File: src/rtl/dmem_pkg.sv
// Shared types and constants for the data-memory controller.
// The state enum, default sizes and the word-alignment mask live here.
package dmem_pkg;

    typedef enum logic [1:0] {IDLE, BUSY, DONE} dmem_state_t;

    localparam int DEFAULT_N       = 64;
    localparam int DEFAULT_MEM_AW  = 10;
    localparam int DEFAULT_TIMEOUT = 255;

    localparam logic [2:0] ALIGN_MASK = 3'b111;

    function automatic logic isAligned(input logic [2:0] lowBits);
        return (lowBits & ALIGN_MASK) == 3'b000;
    endfunction

endpackage

File: src/rtl/dmem_if.sv
// Request/acknowledge bus between the controller (master) and the word memory (slave).
interface dmem_if
    import dmem_pkg::*;
#(
    parameter int N      = DEFAULT_N,
    parameter int MEM_AW = DEFAULT_MEM_AW
);
    logic              mem_req;
    logic              mem_we;
    logic [MEM_AW-1:0] mem_addr;
    logic [N-1:0]      mem_wdata;
    logic              mem_ack;
    logic [N-1:0]      mem_rdata;

    modport master (
        output mem_req, mem_we, mem_addr, mem_wdata,
        input  mem_ack, mem_rdata
    );

    modport slave (
        input  mem_req, mem_we, mem_addr, mem_wdata,
        output mem_ack, mem_rdata
    );
endinterface

File: src/rtl/wait_counter.sv
// Counts cycles while enabled; hit flags the last allowed cycle before a timeout.
module wait_counter #(
    parameter int MAX = 255
) (
    input  logic clk,
    input  logic reset,
    input  logic en,
    input  logic clr,
    output logic hit
);
    localparam int CW = $clog2(MAX + 1);

    logic [CW-1:0] count;

    // Clear has priority so a counter leaving BUSY always restarts from zero.
    always_ff @(posedge clk or negedge reset) begin
        if (!reset) begin
            count <= '0;
        end else if (clr) begin
            count <= '0;
        end else if (en) begin
            count <= count + 1'b1;
        end
    end

    assign hit = en && (count == CW'(MAX - 1));

endmodule

File: src/rtl/dmem_ctrl.sv
// Multi-cycle data-memory controller between the MEM stage and a variable-latency word memory.
// Freezes the pipeline via stall while an access is outstanding; flags misalignment and timeouts.
module dmem_ctrl
    import dmem_pkg::*;
#(
    parameter int N       = DEFAULT_N,
    parameter int MEM_AW  = DEFAULT_MEM_AW,
    parameter int TIMEOUT = DEFAULT_TIMEOUT
) (
    input  logic         clk,
    input  logic         reset,
    input  logic         DM_readEnable,
    input  logic         DM_writeEnable,
    input  logic [N-1:0] DM_addr,
    input  logic [N-1:0] DM_writeData,
    output logic [N-1:0] DM_readData,
    output logic         stall,
    output logic         misaligned,
    output logic         timeout_err,
    dmem_if.master       mem
);

    dmem_state_t  state, stateNext;
    logic [N-1:0] readDataReg;
    logic         req, aligned, startAccess, timeoutHit, leaveBusy, inBusy;
    logic         unusedAddrBits;

    assign req       = DM_readEnable | DM_writeEnable;
    assign aligned   = isAligned(DM_addr[2:0]);
    assign inBusy    = (state == BUSY);
    assign leaveBusy = inBusy && (mem.mem_ack || timeoutHit);

    // Only the word-address slice reaches memory; the upper byte-address bits are ignored.
    assign unusedAddrBits = ^DM_addr[N-1:MEM_AW+3];

    wait_counter #(.MAX(TIMEOUT)) waitCounter (
        .clk   (clk),
        .reset (reset),
        .en    (inBusy),
        .clr   (leaveBusy),
        .hit   (timeoutHit)
    );

    always_ff @(posedge clk or negedge reset) begin
        if (!reset) begin
            state <= IDLE;
        end else begin
            state <= stateNext;
        end
    end

    // Stall and misaligned are forced low while reset is held so the pipeline never freezes in reset.
    always_comb begin
        stateNext   = state;
        startAccess = 1'b0;
        stall       = 1'b0;
        misaligned  = 1'b0;
        case (state)
            IDLE: begin
                if (req && aligned) begin
                    startAccess = 1'b1;
                    stall       = 1'b1;
                    stateNext   = BUSY;
                end else if (req) begin
                    misaligned = 1'b1;
                end
            end
            BUSY: begin
                stall = 1'b1;
                if (leaveBusy) begin
                    stateNext = DONE;
                end
            end
            DONE:    stateNext = IDLE;
            default: stateNext = IDLE;
        endcase
        if (!reset) begin
            stall      = 1'b0;
            misaligned = 1'b0;
        end
    end

    // An ack in the same cycle as the timeout hit completes the access normally.
    always_ff @(posedge clk or negedge reset) begin
        if (!reset) begin
            mem.mem_req   <= 1'b0;
            mem.mem_we    <= 1'b0;
            mem.mem_addr  <= '0;
            mem.mem_wdata <= '0;
            readDataReg   <= '0;
            timeout_err   <= 1'b0;
        end else if (startAccess) begin
            mem.mem_req   <= 1'b1;
            mem.mem_we    <= DM_writeEnable;
            mem.mem_addr  <= DM_addr[MEM_AW+2:3];
            mem.mem_wdata <= DM_writeData;
        end else if (leaveBusy) begin
            mem.mem_req <= 1'b0;
            if (mem.mem_ack) begin
                if (!mem.mem_we) begin
                    readDataReg <= mem.mem_rdata;
                end
            end else begin
                readDataReg <= '0;
                timeout_err <= 1'b1;
            end
        end
    end

    // A rejected misaligned load returns zero for that cycle without disturbing the held value.
    assign DM_readData = misaligned ? '0 : readDataReg;

endmodule

File: src/flat_wrapper.sv
// flat-port wrapper written by rule: the top's interface ports become plain ports
module dmem_ctrl_flat import dmem_pkg::*;
#(
    parameter int N       = DEFAULT_N,
    parameter int MEM_AW  = DEFAULT_MEM_AW,
    parameter int TIMEOUT = DEFAULT_TIMEOUT
)
  (clk, reset, DM_readEnable, DM_writeEnable, DM_addr, DM_writeData, DM_readData, stall, misaligned, timeout_err, mem_mem_req, mem_mem_we, mem_mem_addr, mem_mem_wdata, mem_mem_ack, mem_mem_rdata);
  dmem_if #(.N(N), .MEM_AW(MEM_AW)) mem_i ();
  input  logic clk;
  input  logic reset;
  input  logic DM_readEnable;
  input  logic DM_writeEnable;
  input  logic [N-1:0] DM_addr;
  input  logic [N-1:0] DM_writeData;
  output logic [N-1:0] DM_readData;
  output logic stall;
  output logic misaligned;
  output logic timeout_err;
  output wire logic [$bits(mem_i.mem_req)-1:0] mem_mem_req;
  output wire logic [$bits(mem_i.mem_we)-1:0] mem_mem_we;
  output wire logic [$bits(mem_i.mem_addr)-1:0] mem_mem_addr;
  output wire logic [$bits(mem_i.mem_wdata)-1:0] mem_mem_wdata;
  input wire logic [$bits(mem_i.mem_ack)-1:0] mem_mem_ack;
  input wire logic [$bits(mem_i.mem_rdata)-1:0] mem_mem_rdata;
  assign mem_mem_req = mem_i.mem_req;
  assign mem_mem_we = mem_i.mem_we;
  assign mem_mem_addr = mem_i.mem_addr;
  assign mem_mem_wdata = mem_i.mem_wdata;
  assign mem_i.mem_ack = mem_mem_ack;
  assign mem_i.mem_rdata = mem_mem_rdata;
  dmem_ctrl #(.N(N), .MEM_AW(MEM_AW), .TIMEOUT(TIMEOUT)) u_core (.clk(clk), .reset(reset), .DM_readEnable(DM_readEnable), .DM_writeEnable(DM_writeEnable), .DM_addr(DM_addr), .DM_writeData(DM_writeData), .DM_readData(DM_readData), .stall(stall), .misaligned(misaligned), .timeout_err(timeout_err), .mem(mem_i));
endmodule
File: config.mk
export PLATFORM = sky130hd
export DESIGN_NAME = dmem_ctrl_flat
export DESIGN_NICKNAME = d
export VERILOG_FILES = /design/src/rtl/dmem_pkg.sv /design/src/rtl/dmem_if.sv /design/src/rtl/wait_counter.sv /design/src/rtl/dmem_ctrl.sv /design/src/flat_wrapper.sv
export SDC_FILE = /design/constraint.sdc
export NUM_CORES = 1
export LEC_CHECK = 0
export BUFFER_PORTS_ARGS = -buffer_cell sky130_fd_sc_hd__buf_4
export CAP_MARGIN = 20
export CORE_AREA = 4 4 131 133
export DETAILED_ROUTE_END_ITERATION = 7
export DIE_AREA = 0 0 135 137
export GPL_ROUTABILITY_DRIVEN = 0
export PLACE_DENSITY = 0.69
export RECOVER_POWER = 25
export SYNTH_ARGS = -nofsm -noshare
export SYNTH_HDL_FRONTEND = slang
export SYNTH_SLANG_ARGS = --single-unit
export TNS_END_PERCENT = 10
File: constraint.sdc
create_clock -name clk -period 1.9 [get_ports clk]
set_clock_uncertainty 0.05 [all_clocks]
set_input_delay 0.19 -clock clk [delete_from_list [all_inputs] [get_ports clk]]
set_output_delay 0.19 -clock clk [all_outputs]
set_load 0.01 [all_outputs]
---- Word level (Yosys, flattened, before mapping) ----
Cells that the tools add are included.
word-level totals
  bits in registers ....................... 151
  bits in latches ......................... 0
  memory bits (writable) .................. 0
  bits in read-only memories .............. 0
  input bits .............................. 197
  output and inout port bits .............. 143
  word-level logic and storage cells ...... 46
  memories ................................ 0
operators by class
  add/subtract/negate cells ............... 1
  multiply operators ...................... 0
  divide/modulo/power cells ............... 0
  $lt $le $gt $ge ......................... 0
  equality and inequality tests ........... 5
  shifts and indexed selects .............. 0
  multiplexer cells ....................... 18
  bitwise logic cells ..................... 3
  reduce and logical (&&, ||, !) cells .... 11
operator list
  cell                                           number
  two-way mux 64 bit                             3
  two-way mux 8 bit                              2
  two-way mux 1 bit                              9
  adder 8 x 1 -> 8 bit, second input constant    1
  == test 8 bit, second input constant           1
  AND reduction 3 bit                            2
  two-way mux 2 bit                              2
  != test 2 x 1 -> 1 bit, second input constant  2
  one-hot mux 2 bit (2 select lines)             1
  nonzero test 2 bit                             2
  logical AND 1 bit                              3
  zero test 3 bit                                1
  == test 2 x 1 -> 1 bit, second input constant  1
  zero test 2 bit                                1
  != test 2 bit, second input constant           1
  NOT 1 bit                                      2
  one-hot mux 1 bit (2 select lines)             1
  AND reduction 2 bit                            1
  logical OR 1 bit                               1
  OR 1 bit                                       1

---- Depth between registers and ports, before layout ----
Gate-level depths: netlist of the first run.
  word-level depth ........................ 6
  gate-level depth with buffers ........... 7
  mapped depth without buffers ............ 6

---- Modules after synthesis ----
A second synthesis of the first run with hierarchy kept.
unflattened totals
  cells, all modules ...................... 564
  area, all modules ....................... 6,521.3 µm²
modules (own cells, without submodules)
  module        instances  cells an instance  area each (µm²)  seq. area each (µm²)
  dmem_ctrl     1          523                6,109.6          3,578.4
  wait_counter  1          41                 411.6            200.2

---- Worst setup path before layout of the first run ----
Ideal clock, no wire load.
  kind .................................... flip-flop to flip-flop
  start ................................... reg u_core.waitCounter.count[0]
  end ..................................... reg u_core.readDataReg[0]
  setup time .............................. 0.121 ns
  arrival ................................. 1.443 ns
  data required time ...................... 1.729 ns
  path slack .............................. 0.286 ns
  cell stages (with the launch flop) ...... 8
  path buffers ............................ 1
  period minus slack after synthesis ...... 1.614 ns
  path through ............................ dfrtp_1 inv_1 ha_1 nand4_1 nor3_2 o21ai_2 buf_2 a22o_1
between the ends
  longest elaborated chain between the ends .. 5
ends and longest elaborated chain
  item                                  line                text
  start, declared                       wait_counter.sv:13  logic [CW-1:0] count;
  start signal, assigned                wait_counter.sv:22  count <= count + 1'b1;
  == test 8 bit                         wait_counter.sv:26  assign hit = en && (count == CW'(MAX - 1));
  logical AND 1 bit                     wait_counter.sv:26
  logical OR 1 bit                      dmem_ctrl.sv:31     assign leaveBusy = inBusy && (mem.mem_ack || timeoutHit);
  logical AND 1 bit                     dmem_ctrl.sv:31
  AND reduction 3 bit (no source line)  -
  end signal, assigned                  dmem_ctrl.sv:101    readDataReg <= mem.mem_rdata;
  end, declared                         dmem_ctrl.sv:24     logic [N-1:0] readDataReg;
Every way passes these cells.
A chain may end at the register's enable or synchronous reset.

---- Worst setup path in the final report of the first run ----
  start ................................... reg u_core.state[1]
  end ..................................... out DM_readData[38]
between the ends
  longest elaborated chain between the ends .. 4
ends and longest elaborated chain
  item                    line                text
  start, declared         dmem_ctrl.sv:23     dmem_state_t state, stateNext;
  start signal, assigned  dmem_ctrl.sv:48     state <= stateNext;
  zero test 2 bit         dmem_ctrl.sv:58     case (state)
  two-way mux 1 bit       dmem_ctrl.sv:58
  two-way mux 1 bit       dmem_ctrl.sv:77     if (!reset) begin
  two-way mux 64 bit      dmem_ctrl.sv:111    assign DM_readData = misaligned ? '0 : readDataReg;
  end, declared           flat_wrapper.sv:16  output logic [N-1:0] DM_readData;
Every way passes these cells.

==> results of run 1 <==
[metrics by stage]
stage	std cells	utilization, %
after floorplan	443	-
after global placement	937	54.6
after detailed placement	937	54.6
after CTS	1116	68.1
after global routing	1120	67.4
final	1120	67.4
[timing repair]
action / CTS / global route
endpoints found under the setup margin: 65 / 124
hold endpoints to repair: 290 / 0
cloned: 2 / 5
pin swaps: 1 / 1
buffers inserted: 5 / 1
hold buffers: 140 / 0
gates resized for setup: 8 / 37
[state kept, by name, indices dropped and copies added (netlist names)]
signal,flops
u_core.state,2
u_core.mem.mem_addr,10
u_core.mem.mem_req,1
u_core.waitCounter.count,8
u_core.mem.mem_we,1
u_core.timeout_err,1
u_core.readDataReg,64
u_core.mem.mem_wdata,64
[critical path: cells and delay by family (launching register included)]
family	cells	cell delay [ns]
buf+inv	3	0.51
simple gates	3	0.42
flops	1	0.40
[cell usage in the layout (no fill, tap or decap), types with 4 or more instances in the layout]
cell,instances
buf_4,210
o21ai_0,4
buf_6,18
buf_12,8
nor2b_2,16
a22o_1,64
clkinv_2,5
nor2_1,4
mux2_2,36
clkbuf_1,79
dlygate4sd3_1,140
clkbuf_16,21
nand2_1,11
dfrtp_1,149
nand3_1,5
inv_1,4
nor2b_1,47
mux2_1,39
[area by class of cell]
cell class | instances | area [um2] | area share, %
Clock buffer | 20 | 447 | 4.19
Clock inverter | 12 | 126 | 1.19
Inverter | 4 | 15.0 | 0.141
Sequential cell | 151 | 3780 | 35.5
Tap cell | 216 | 270 | 2.53
Multi-Input combinational cell | 259 | 2270 | 21.3
Timing Repair Buffer | 458 | 3760 | 35.2
[final timing paths]
kind                                        startpoint  cells past startpoint  slack [ns]                           to
setup / recovery                       u_core.state[1]                      6       -0.10              DM_readData[38]
hold / removal                             mem_mem_ack                      3        0.09           u_core.timeout_err
setup reg to reg           u_core.waitCounter.count[1]                      6        0.12       u_core.readDataReg[17]
hold reg to reg                     u_core.timeout_err                      1        0.42           u_core.timeout_err
max in group asynchronous                        reset                      3        0.15  u_core.waitCounter.count[1]
min in group asynchronous                        reset                      3        0.60       u_core.readDataReg[62]
[cell families (layout without fill, tap and decap cells)]
kind of cell,count (synthesis),count (layout)
flops,151,151
simple gates,98,98
xor+xnor,1,1
compound gates,83,83
mux,75,75
fa+ha+maj,2,2
buf+inv,33,494
[routing by layer]
metal / global-route usage [%] / vias to the layer above
met5: 0 / -
met4: 10.9 / 0
met3: 5.07 / 51
met2: 38.2 / 238
met1: 23.9 / 2684
li1: - / 2481
[power breakdown]
| part | switching (W) | leakage (nW) | internal [W] |
|---|---|---|---|
| combinational | 0.00174 | 2.87 | 0.00220 |
| clock | 0.00133 | 0.280 | 0.00197 |
| sequential | 0.000579 | 1.87 | 0.00422 |
==> key figures, run 1 <==
Timing
  – Summed negative setup slack over all endpoints: -4.73 ns
  – Hold violation count in the final report: 0
  – Headroom to the max-slew limit: 9.47%
  – Worst hold-check slack: 0.0872 ns
  – Crit share post-route: 105%
  – Slew at the pin closest to its max-slew limit: 1.36 ns
  – RSZ-0062 raised after global routing: yes
  – Final worst path period need: 2.00 ns
  – Total setup violations reported at the end of the flow: 65
  – Final slew viol count: 0
  – Setup slack of the critical path after layout: -0.102 ns
  – Highest clock frequency the design can meet: 500 MHz

Yosys
  – Main area contributors after synthesis: dfrtp_1 62%, a22o_1 9.2%, mux2_1 7.2%, nor2b_1 6.6%, mux2_2 6.6%
  – Number of flops mapped to enable cells by yosys: 0
  – Synth Area in Compound Gates: 11.4%
  – Yosys top cell by area: dfrtp_1
  – Sequential-to-total area share from yosys stat: 61.7%
  – Adder-Cell Fraction of Synth Area: 0.409%
  – Dominant combinational cell family by area after synthesis: multiplexers
  – Synthesis Warnings: 0
  – Synthesis-stage register bit count: 151
  – Area fraction in and, or, nand and nor cells after synthesis: 9.54%
  – Proportion of synthesized flip-flops having asynchronous set or reset: 100%
  – Number of instances in the synthesized netlist: 443
  – Average cell area after synthesis: 13.8 um2
  – Library cell with the highest instance count after synthesis: dfrtp_1
  – Net count after synthesis: 642
  – Mux share of post-synthesis cell area: 13.8%
  – Top cells by instance count after synthesis: 151 x dfrtp_1, 65 x nor2b_1, 64 x a22o_1, 39 x mux2_1, 36 x mux2_2
  – Top-area cell type share of the netlist area: 61.7%
  – Distinct cell type count after synthesis: 37
  – Top_reg_cell synth: dfrtp_1
  – Synth Area in XOR/XNOR: 0.143%
  – Post-Syn Area: 0.00612 mm2

Route
  – Via density: 4.87
  – Post-detailed-route wirelength per cell: 18.6 um
  – Top routing layer in use: met4
  – Length of routed met2 wiring: 11.3 mm
  – Post-DRT Antenna Nets: 0
  – Detailed route wirelength on metal3: 1.34 mm
  – Detailed-route wire length: 20.9 mm
  – Iteration-0 DRC Markers: 268
  – Metal1 wirelength: 7.54 mm
  – Post-route DRC: 0
  – Vias after detailed routing: 5454
  – Detailed-routing iteration count for the pre-antenna-repair pass: 4

Global routing
  – GRT Resource Usage Total: 21.4%
  – Wire length of the first global-routing pass: 30.9 mm
  – Pin count of the biggest net entering global routing: 152
  – Vias in the first global route: 5930
  – GR Overflow Total: 0
  – Initial antenna violation count: 0

Floorplanning
  – Floorplan Core Area: 0.0158 mm2
  – Top-level port count: 340
  – Initial standard-cell utilization of the core: 38.7%
  – Die Width: 135 um
  – Die Footprint: 0.0185 mm2
  – Vertical die dimension: 137 um
  – Site row count: 46

Final layout
  – Diodes inserted: 0
  – Count of nets after finishing: 1090
  – Post-synthesis to final-layout area growth: 74.1%
  – Fraction of layout cells with a size suffix above 1: 37.4%
  – Total of fill cells in the finished design: 1154
  – Layout Cell Area excl Fill: 0.0107 mm2

Critical path
  – Slowest cell on crit path: dfrtp_2
  – Kind of start point of the critical path: flop
  – Arrival time of data at the critical path endpoint: 1.76 ns
  – Ordered list of cells on the worst path: nand2b_4, nor3_4, buf_12, buf_6, nor2b_1, buf_4
  – Setup CP Type: flop to output port
  – Critical path fanouts, max: 8
  – Data required time at the worst endpoint: 1.66 ns
  – Endpoint kind of the worst setup timing path: output port
  – Largest stage delay on the critical path: 0.40 ns

CTS
  – Clock H-tree levels: 4
  – Worst-skew pair later-pin latency: 0.42 ns
  – Buffer cell driving the clock tree root: clkbuf_16
  – Clock-pin transition on the worst setup and hold timing paths: 0.06 ns
  – Total clock sinks: 151
  – TritonCTS clock tree: built
  – Clock Tree Buf Depth: 2
  – CTS Buf Count: 17

Placement
  – Worst setup slack after placement: 0.0625 ns
  – Port buffer count: 288
  – Placement Cell Area: 0.00864 mm2
  – HPWL after detailed placement: 12.5 mm

Status
  – Result of the run: finished, violations left
  – Failing checks: setup timing

Pwr
  – Leakage power of the design: 5.02 nW
  – VDD IR-drop max: 614 uV
  – Pwr per Cell Area: 1130 mW/mm2
  – Power consumption: 0.0120 W

Job
  – Count of max-cap constraint violations: 0

Hold path
  – HP Class: input port to flop
No activity file was read; power rests on OpenSTA's default activity.
==> inputs of run 2 (changes only) <==
==> constraint.sdc (replaced) <==
create_clock -name clk -period 1.92 [get_ports clk]
set_clock_uncertainty 0.05 [all_clocks]
set_input_delay 0.192 -clock clk [delete_from_list [all_inputs] [get_ports clk]]
set_output_delay 0.192 -clock clk [all_outputs]
set_load 0.01 [all_outputs]
==> key figures, run 2 (synthesized netlist as in run 1, its figures left out) <==
Status
  – Result of the run: finished, violations left (unchanged)
  – Failing checks: setup timing (unchanged)

Pwr
  – NetSw: 0.00353 W (was 0.00364 W)
  – Leakage power of the design: 4.93 nW (was 5.02 nW)
  – VDD IR-drop max: 610 uV (was 614 uV)
  – Switching share of total power: 30.3% (about the same)
  – Clk pwr share: 27.7% (was 27.4%)
  – Sequential group share of total power: 40.5% (was 39.9%)
  – Pwr per Cell Area: 1120 mW/mm2 (was 1130 mW/mm2)
  – Logic gate share of total power: 31.8% (was 32.8%)
  – Power Internal: 0.00814 W (was 0.00838 W)
  – Power consumption: 0.0117 W (was 0.0120 W)

Timing
  – Summed negative setup slack over all endpoints: -3.31 ns (was -4.73 ns)
  – Setup slack of the critical path after layout: -0.0725 ns (was -0.102 ns)
  – Hold violation count in the final report: 0 (unchanged)
  – Worst hold-check slack: 0.103 ns (was 0.0872 ns)
  – RSZ-0062 raised after global routing: yes (unchanged)
  – Crit share post-route: 104%
  – Highest clock frequency the design can meet: 502 MHz
  – Final worst path period need: 1.99 ns
  – Final slew viol count: 0 (unchanged)
  – Headroom to the max-slew limit: 6.84% (was 9.47%)
  – Slew at the pin closest to its max-slew limit: 1.40 ns (was 1.36 ns)
  – Total setup violations reported at the end of the flow: 64 (was 65)

Placement
  – Port buffer count: 288 (unchanged)
  – Placement Cell Area: 0.00863 mm2 (was 0.00864 mm2)
  – HPWL after detailed placement: 12.4 mm (was 12.5 mm)

Critical path
  – Setup CP Type: flop to output port (unchanged)
  – Data required time at the worst endpoint: 1.68 ns (was 1.66 ns)
  – Startpoint of the worst register-to-register path: u_core.waitCounter.count[1] (unchanged)
  – Depth of the worst register-to-register path: 6 (unchanged)
  – Endpoint kind of the worst setup timing path: output port (unchanged)
  – Launching instance or port of the critical path: u_core.state[0] (was u_core.state[1])
  – Arrival time of data at the critical path endpoint: 1.75 ns (was 1.76 ns)
  – Critical path fanouts, max: 16 (was 8)
  – Kind of start point of the critical path: flop (unchanged)
  – End point of the critical path: DM_readData[2] (was DM_readData[38])
  – Flop-to-flop setup slack: 0.08 ns (was 0.12 ns)
  – Worst r2r dst: u_core.readDataReg[1] (was u_core.readDataReg[17])

Floorplanning
  – Die Width: 135 um (unchanged)
  – Site row count: 46 (unchanged)
  – Initial standard-cell utilization of the core: 38.7% (unchanged)
  – Floorplan Core Area: 0.0158 mm2 (unchanged)
  – Die Footprint: 0.0185 mm2 (unchanged)
  – Top-level port count: 340 (unchanged)
  – Vertical die dimension: 137 um (unchanged)

CTS
  – CTS Buf Count: 17 (unchanged)
  – Buffer cell driving the clock tree root: clkbuf_16 (unchanged)
  – Clock-pin transition on the worst setup and hold timing paths: 0.06 ns (about the same)
  – Clock Tree Buf Depth: 2 (unchanged)
  – TritonCTS clock tree: built (unchanged)
  – Worst-skew pair later-pin latency: 0.41 ns (was 0.42 ns)
  – Total clock sinks: 151 (unchanged)
  – Clock H-tree levels: 4 (unchanged)

Final layout
  – Total of fill cells in the finished design: 1200 (was 1154)
  – Most frequent cells in the layout: 223 x buf_4, 150 x dfrtp_1, 140 x dlygate4sd3_1, 77 x clkbuf_1, 65 x nor2b_1 (was 210 x buf_4, 149 x dfrtp_1, 140 x dlygate4sd3_1, 79 x clkbuf_1, 64 x a22o_1)
  – Count of nets after finishing: 1084 (was 1090)
  – Layout Cell Area excl Fill: 0.0105 mm2 (was 0.0107 mm2)
  – Fraction of layout cells with a size suffix above 1: 35.1% (was 37.4%)
  – Most frequent standard cell in the layout excluding fill and tap cells: buf_4 (unchanged)
  – Footprint of the multi-input gates: 0.00221 mm2 (was 0.00227 mm2)
  – Post-synthesis to final-layout area growth: 70.7% (was 74.1%)
  – Diodes inserted: 0 (unchanged)
  – Area taken by flip-flops and latches: 0.00378 mm2 (about the same)
  – Top Registers: u_core.mem.mem_wdata x64, u_core.readDataReg x64, u_core.mem.mem_addr x10 (unchanged)

Global routing
  – Vias in the first global route: 5845 (was 5930)
  – GRT Resource Usage Total: 21.3% (was 21.4%)
  – Wire length of the first global-routing pass: 30.6 mm (was 30.9 mm)
  – Pin count of the biggest net entering global routing: 152 (unchanged)
  – Initial antenna violation count: 0 (unchanged)
  – GR Overflow Total: 0 (unchanged)

Route
  – Iteration-0 DRC Markers: 152 (was 268)
  – Post-DRT Antenna Nets: 0 (unchanged)
  – Post-route DRC: 0 (unchanged)
  – Detailed-route wire length: 20.5 mm (was 20.9 mm)
  – Post-detailed-route wirelength per cell: 18.4 um (was 18.6 um)
  – Detailed-routing iteration count for the pre-antenna-repair pass: 7 (was 4)
  – Vias after detailed routing: 5377 (was 5454)
  – Via density: 4.83 (was 4.87)

Job
  – Count of max-cap constraint violations: 0 (unchanged)

Hold path
  – HP Class: input port to flop (unchanged)
## run 2: changes by cell type in the layout (fill, tap and decap cells not counted), moves of 3 or more
| cell | change |
|---|---|
| nor2b_1 | +18 |
| nor2b_2 | -16 |
| buf_6 | -15 |
| buf_4 | +13 |
| clkinvlp_4 | +4 |
| clkbuf_16 | -3 |
| clkbuf_8 | +3 |
| clkinv_2 | -3 |
## run 2: how the worst min path moves through the flow
stage	end	depth (start not counted)	slack, ns	from
floorplan	u_core.mem.mem_addr[0]	0	-0.15	reset
global placement	u_core.readDataReg[62]	2	0.35	reset
detailed placement	u_core.readDataReg[39]	2	0.36	reset
CTS	u_core.timeout_err	3	0.08	mem_mem_ack
global route	u_core.timeout_err	3	0.1	mem_mem_ack
finish	u_core.timeout_err	3	0.10	mem_mem_ack
## run 2: repair_timing
action | CTS | global route
setup buffers | 3 | 0
gates resized for setup | 8 | 3
pin swaps | 1 | 0
setup endpoints to repair | 65 | 86
hold buffers | 140 | 0
endpoints found under the hold margin | 290 | 0
cloned | 2 | 1
## run 2: final cells by class
class / count / share of cell area, %
Sequential cell: 151 / 36.2
Tap cell: 216 / 2.59
Inverter: 4 / 0.144
Multi-Input combinational cell: 259 / 21.1
Clock inverter: 10 / 0.898
Timing Repair Buffer: 452 / 34.4
Clock buffer: 22 / 4.63
## run 2: power groups by stage
stage | Sequential (W) | Clock (W) | Combinational [W]
6_report | 0.00473 | 0.00323 | 0.00371
5_1_grt | 0.00483 | 0.00343 | 0.00397
4_1_cts | 0.00471 | 0.00329 | 0.00403
3_5_place_dp | 0.00475 | 0 | 0.00372
3_3_place_gp | 0.00470 | 0 | 0.00365
2_1_floorplan | 0.00485 | 0 | 0.00152
## run 2: worst max-delay path: stages (launching register included)
cell and delay (ns):
dfrtp_1 0.41, o21bai_4 0.20, nor3_4 0.17, buf_6 0.17, buf_16 0.16, nor2b_1 0.07, buf_4 0.15
## run 2: stage by stage
step,worst slack [ns],std cells,utilization [%]
after global placement,0.147,936,54.5
final,-0.0725,1114,66.0
after global routing,-0.147,1114,66.0
after detailed placement,0.0867,936,54.5
after CTS,-0.0867,1113,67.7
after floorplan,0.306,443,-
## run 2: per-layer routing
layer	part of all wire, %	track usage [%]	routed length (um)	vias up
li1	-	-	-	2453
met1	39	24.2	7930	2683
met4	3.2	10.0	653	0
met3	4.1	4.52	847	52
met5	0	0	0	-
met2	54	38.3	11100	189
